### src/rtl/mem_stage_ctrl_pkg.sv
// rtl/mem_stage_ctrl_pkg.sv - shared control-word bit indices and FSM encoding for the MEM stage
package mem_stage_ctrl_pkg;

   localparam int CTRL_W       = 9;
   localparam int WB_EN_BIT    = 8;
   localparam int MEM_R_EN_BIT = 7;
   localparam int MEM_W_EN_BIT = 6;
   localparam int EXE_CMD_HI   = 5;
   localparam int EXE_CMD_LO   = 2;
   localparam int B_BIT        = 1;
   localparam int S_BIT        = 0;

   typedef enum logic [1:0] {
      ST_IDLE   = 2'd0,
      ST_ACCESS = 2'd1,
      ST_DONE   = 2'd2
   } mem_state_e;

endpackage

### src/rtl/mem_wait_counter.sv
// rtl/mem_wait_counter.sv - SRAM access-cycle counter with terminal count at WAIT_CYCLES-1
module mem_wait_counter #(
   parameter int WAIT_CYCLES = 5
) (
   input  logic clk,
   input  logic rst_n,
   input  logic load,
   input  logic enable,
   output logic tc
);

   logic [3:0] cnt;

   always_ff @(posedge clk) begin
      if (!rst_n) begin
         cnt <= 4'd0;
      end else if (load) begin
         cnt <= 4'd0;
      end else if (enable) begin
         cnt <= cnt + 4'd1;
      end
   end

   assign tc = (cnt == 4'(WAIT_CYCLES - 1));

endmodule

### src/rtl/mem_stage_ctrl.sv
// rtl/mem_stage_ctrl.sv - MEM pipeline stage: multi-cycle SRAM load/store sequencing and WB bundle
import mem_stage_ctrl_pkg::*;

module mem_stage_ctrl #(
   parameter int          WAIT_CYCLES = 5,
   parameter int unsigned ADDR_BASE   = 1024
) (
   input  logic        clk,
   input  logic        rst_n,
   input  logic        valid_in,
   input  logic [8:0]  ctrl_in,
   input  logic [31:0] alu_res,
   input  logic [31:0] st_val,
   input  logic [3:0]  dest,
   output logic        freeze,
   output logic [31:0] sram_addr,
   output logic        sram_re,
   output logic        sram_we,
   output logic [31:0] sram_wdata,
   input  logic [31:0] sram_rdata,
   output logic        wb_valid,
   output logic        wb_en,
   output logic [31:0] wb_value,
   output logic [3:0]  wb_dest
);

   mem_state_e  state, next_state;
   logic        is_mem, accept_mem, accept_alu;
   logic        cnt_load, cnt_en, cnt_tc;
   logic        rd_q, wr_q;
   logic [3:0]  dest_q;
   logic [31:0] addr_q, wdata_q, byte_off;
   logic        unused_bits;

   // The subtraction wraps naturally for addresses below ADDR_BASE.
   assign byte_off    = alu_res - ADDR_BASE[31:0];
   assign unused_bits = ^{ctrl_in[EXE_CMD_HI:S_BIT], byte_off[1:0]};

   assign is_mem     = ctrl_in[MEM_R_EN_BIT] | ctrl_in[MEM_W_EN_BIT];
   assign accept_mem = (state == ST_IDLE) && valid_in && is_mem;
   assign accept_alu = (state == ST_IDLE) && valid_in && !is_mem;

   mem_wait_counter #(.WAIT_CYCLES(WAIT_CYCLES)) u_wait_counter (
      .clk    (clk),
      .rst_n  (rst_n),
      .load   (cnt_load),
      .enable (cnt_en),
      .tc     (cnt_tc)
   );

   always_ff @(posedge clk) begin
      if (!rst_n) state <= ST_IDLE;
      else        state <= next_state;
   end

   always_comb begin
      next_state = state;
      freeze     = 1'b0;
      sram_re    = 1'b0;
      sram_we    = 1'b0;
      cnt_load   = 1'b0;
      cnt_en     = 1'b0;
      case (state)
         ST_IDLE: begin
            if (accept_mem) begin
               freeze     = 1'b1;
               cnt_load   = 1'b1;
               next_state = ST_ACCESS;
            end
         end
         ST_ACCESS: begin
            freeze  = 1'b1;
            cnt_en  = 1'b1;
            sram_re = rd_q;
            // A read+write request is a load; the write strobe is suppressed.
            sram_we = wr_q & ~rd_q;
            if (cnt_tc) next_state = ST_DONE;
         end
         ST_DONE:  next_state = ST_IDLE;
         default:  next_state = ST_IDLE;
      endcase
   end

   always_ff @(posedge clk) begin
      if (!rst_n) begin
         wb_valid <= 1'b0;
         wb_en    <= 1'b0;
         wb_value <= 32'd0;
         wb_dest  <= 4'd0;
         rd_q     <= 1'b0;
         wr_q     <= 1'b0;
         dest_q   <= 4'd0;
         addr_q   <= 32'd0;
         wdata_q  <= 32'd0;
      end else begin
         wb_valid <= 1'b0;
         wb_en    <= 1'b0;
         if (accept_alu) begin
            wb_valid <= 1'b1;
            wb_en    <= ctrl_in[WB_EN_BIT];
            wb_value <= alu_res;
            wb_dest  <= dest;
         end
         if (accept_mem) begin
            rd_q    <= ctrl_in[MEM_R_EN_BIT];
            wr_q    <= ctrl_in[MEM_W_EN_BIT];
            dest_q  <= dest;
            addr_q  <= {2'b00, byte_off[31:2]};
            wdata_q <= st_val;
         end
         // Final access cycle: read data is valid now, WB bundle appears in DONE.
         if (state == ST_ACCESS && cnt_tc) begin
            wb_valid <= 1'b1;
            wb_en    <= rd_q;
            wb_dest  <= dest_q;
            if (rd_q) wb_value <= sram_rdata;
         end
      end
   end

   assign sram_addr  = addr_q;
   assign sram_wdata = wdata_q;

endmodule

### config.mk
export PLATFORM = sky130hd
export DESIGN_NAME = mem_stage_ctrl
export DESIGN_NICKNAME = d
export VERILOG_FILES = /design/src/rtl/mem_stage_ctrl_pkg.sv /design/src/rtl/mem_wait_counter.sv /design/src/rtl/mem_stage_ctrl.sv
export SDC_FILE = /design/constraint.sdc
export NUM_CORES = 1
export LEC_CHECK = 0
export CORE_ASPECT_RATIO = 0.8
export CORE_MARGIN = 2
export CORE_UTILIZATION = 44
export DETAILED_ROUTE_END_ITERATION = 7
export PLACE_DENSITY = 0.85
export SYNTH_ARGS = -nofsm -noshare
export SYNTH_HDL_FRONTEND = slang
export SYNTH_SLANG_ARGS = --single-unit
### constraint.sdc
create_clock -name clk -period 4.57 [get_ports clk]
set_input_delay 0.457 -clock clk [delete_from_list [all_inputs] [get_ports clk]]
set_output_delay 0.457 -clock clk [all_outputs]
set_load 0.1 [all_outputs]
==> metrics <==
Core Box Area=0.01020 mm2; largest net degree at the start of global routing=95; Final period util=70.01%; # setup viols final=0; clk_skew=12.77 ps; Multi-input gate area=0.002170 mm2; number of global-route vias before repair=4386; worst-margin pin slew=1129 ps; Inst Count DP=884; critical path endpoint category=output port; # diodes=0; Worst setup endpoint=freeze; Tot GR Track Use=23.84%; Synth Cell Area=0.004587 mm2; clk_lat worst skew=350 ps; CTS tree=done; Max VDD drop=0.0002312 V; NumNets Final=870; RePlAce Congestion=0.8286; Hold WC Path Type=flip-flop to flip-flop; Overflow after GRT=0; initial DRC count=407; r2r setup slk=2050 ps; Wirelength per Cell=15.39 um; Period minus WS final=3199 ps; layout cell share with drive strength beyond 1=4.079%; reg2reg end=wb_value[29]; CTS Hold Bufs=0; Setup crit start=valid_in; Reg area=0.002242 mm2; Final Slew Violations=0; setup tns final=0 ps; H-tree lvl count=3; count of input and output buffers=208; Netlist cell types=38; CP Class=primary input to output port; Avg Synthesized Cell Area=7.991 um2; endpoints failing hold=0; P_leak=2.481 nW; dpl hpwl=9.804 mm; yosys warns=0; Critical Path RT=4110 ps; Top Ports=217; Post-synth ARST share=0%; Clock Pin Slew Worst Setup and Hold Paths=80 ps; Cell Pwr Density=372.8 mW/mm2; Critical Path Source Type=primary input; Vias per Instance=5.264; post-layout instance count excluding filler cells=900; Max Clock Freq=312.6 MHz; Clock Tree Buf Depth=2; fillers=811; CP Depth=5; delay-heaviest family, CP=compound AO/OA/AOI/OAI gates; status=finished clean; initial core utilization=44.98%; Max Cap Viol=0; Top FF cell, synth=dfxtp_1; max incr delay on CP=660 ps; critical path fanouts, max=46; Relative slew margins=24.47%; Row Count=33; unrepaired setup endpoints after global routing=false; Crit path buffers/inverters=2; slowest library cell on the worst path=nor3b_1; flops & latches, synth=112; total CTS buffers=9; Reg2Reg Depth=4; Post-synth EDFFs=0; Area Overhead vs Synth=54.12%; CP arrival=2740 ps; die area=0.01126 mm2; drt pass-1 iters=5; post-route ant nets=0; post-CTS sizing=0; CTS sink count=112; die width=118.2 um; Routed WL=13.85 mm; first-pass GRT wire length=21.74 mm; routed via count=4738; initial antenna violation count=0; CP cell instances=clkdlybuf4s50_1, nor3b_1, o21ai_4, a21oi_1, buf_4; Cells after Synth=574; clock root cell=clkbuf_16; DRC viols=0; setup bufs post-CTS=0; Tot Pwr=0.002636 W; Worst R2R Start=state[0]; sequential share of the synthesized area=48.88%; Die H=95.32 um
-- kinds of logic (layout without fill, tap and decap cells) --
logic type / Yosys count / in the layout / synth area share, %
AO/OA/AOI/OAI: 133 / 133 / 18.28
XOR/XNOR: 15 / 15 / 2.864
adder cells (fa/ha/maj): 3 / 3 / 0.8184
buffers and inverters: 50 / 235 / 4.419
flip-flops: 112 / 112 / 48.88
other: 1 / 2 / 0.08175
AND/OR/NAND/NOR: 260 / 260 / 24.66
-- cell type report --
| class | instances | area share, % |
|---|---|---|
| multi-input cells | 413 | 30.69 |
| inverters | 6 | 0.3186 |
| clock inverters | 7 | 1.487 |
| well taps | 140 | 2.478 |
| clock buffers | 9 | 3.186 |
| repair buffers | 213 | 30.12 |
| flip-flops and latches | 112 | 31.72 |
-- cell usage after synthesis (2+ instances only) --
library cell	instances	area share (%)
nand4_1	3	0.41
buf_2	6	0.65
or4_1	5	0.82
nor3_1	3	0.33
o21ai_0	16	1.7
inv_1	6	0.49
a311oi_1	33	6.3
nor2b_1	2	0.27
buf_1	3	0.25
nand2_1	166	14
o31ai_1	4	0.65
xnor2_1	8	1.5
nor4b_1	2	0.38
nor2_1	53	4.3
or3_1	5	0.68
clkbuf_1	33	2.7
a211oi_1	8	1.3
nand3_1	7	0.76
and2_1	3	0.41
ha_1	3	0.82
xor2_1	7	1.3
a22oi_1	4	0.65
buf_4	2	0.33
and3b_1	2	0.38
dfxtp_1	112	49
a21oi_1	60	6.5
a31oi_1	7	0.95
-- layer usage --
layer	wire [um]	track usage (%)	vias up	share of wire [%]
li1	-	-	2324	-
met1	5594	29.31	2205	40
met2	6897	41.18	185	50
met3	1055	6.998	24	7.6
met4	306	6.526	0	2.2
met5	0	0	-	0
-- flip-flops by register name (all words and copies together) (netlist names) --
| signal | flops |
|---|---|
| sram_addr | 30 |
| wb_en | 1 |
| wb_valid | 1 |
| dest_q | 4 |
| rd_q | 1 |
| state | 2 |
| sram_wdata | 32 |
| wb_value | 32 |
| u_wait_counter.cnt | 4 |
| wb_dest | 4 |
| wr_q | 1 |
-- worst min-delay path by stage --
stage / from / end / slack, ps / cells after the start
finish: sram_wdata[9] / sram_wdata[9] / 450 / 2
global route: dest_q[1] / dest_q[1] / 470 / 2
CTS: sram_wdata[20] / sram_wdata[20] / 460 / 2
detailed placement: sram_wdata[20] / sram_wdata[20] / 450 / 2
global placement: wr_q / wr_q / 440 / 2
floorplan: wr_q / wr_q / 430 / 2
-- tightest hold or removal path: cells and delay by family (launching register included) --
| family | cells | cell delay, ps |
|---|---|---|
| flops | 1 | 310 |
| compound gates | 1 | 50 |
| simple gates | 1 | 50 |
-- power breakdown --
group	switching (W)	internal, W	total [W]	leakage (nW)
Clock	0.000401	0.000449	0.000851	0.162
Sequential	0.0000284	0.00103	0.00106	0.916
Combinational	0.000519	0.000208	0.000728	1.40
Total	0.000949	0.00169	0.00264	2.48
-- placed cells by master, fill, tap and decap left out, types with 4 or more instances in the layout --
master	count
nand3_1	6
o31ai_1	4
xnor2_1	8
or3_1	5
inv_1	5
nand2_1	166
a31oi_1	7
o21ai_0	16
a22oi_1	4
nor2_1	53
xor2_1	7
a21oi_1	60
a311oi_1	33
buf_4	5
clkbuf_16	9
dfxtp_1	112
a211oi_1	8
clkdlybuf4s50_1	207
or4_1	5
-- per-stage QoR --
step / setup slack, ps / utilization [%] / cell area [um2] / hold WS, ps
after global placement: 1433 / 66.08 / 6739 / 440.9
after detailed placement: 1370 / 66.08 / 6739 / 445.3
final: 1371 / 69.32 / 7069 / 455.0
after floorplan: 1425 / - / 4591 / 432.0
after CTS: 1362 / 69.32 / 7069 / 456.0
after global routing: 1174 / 69.32 / 7069 / 474.6
No activity file was read; power rests on OpenSTA's default activity.
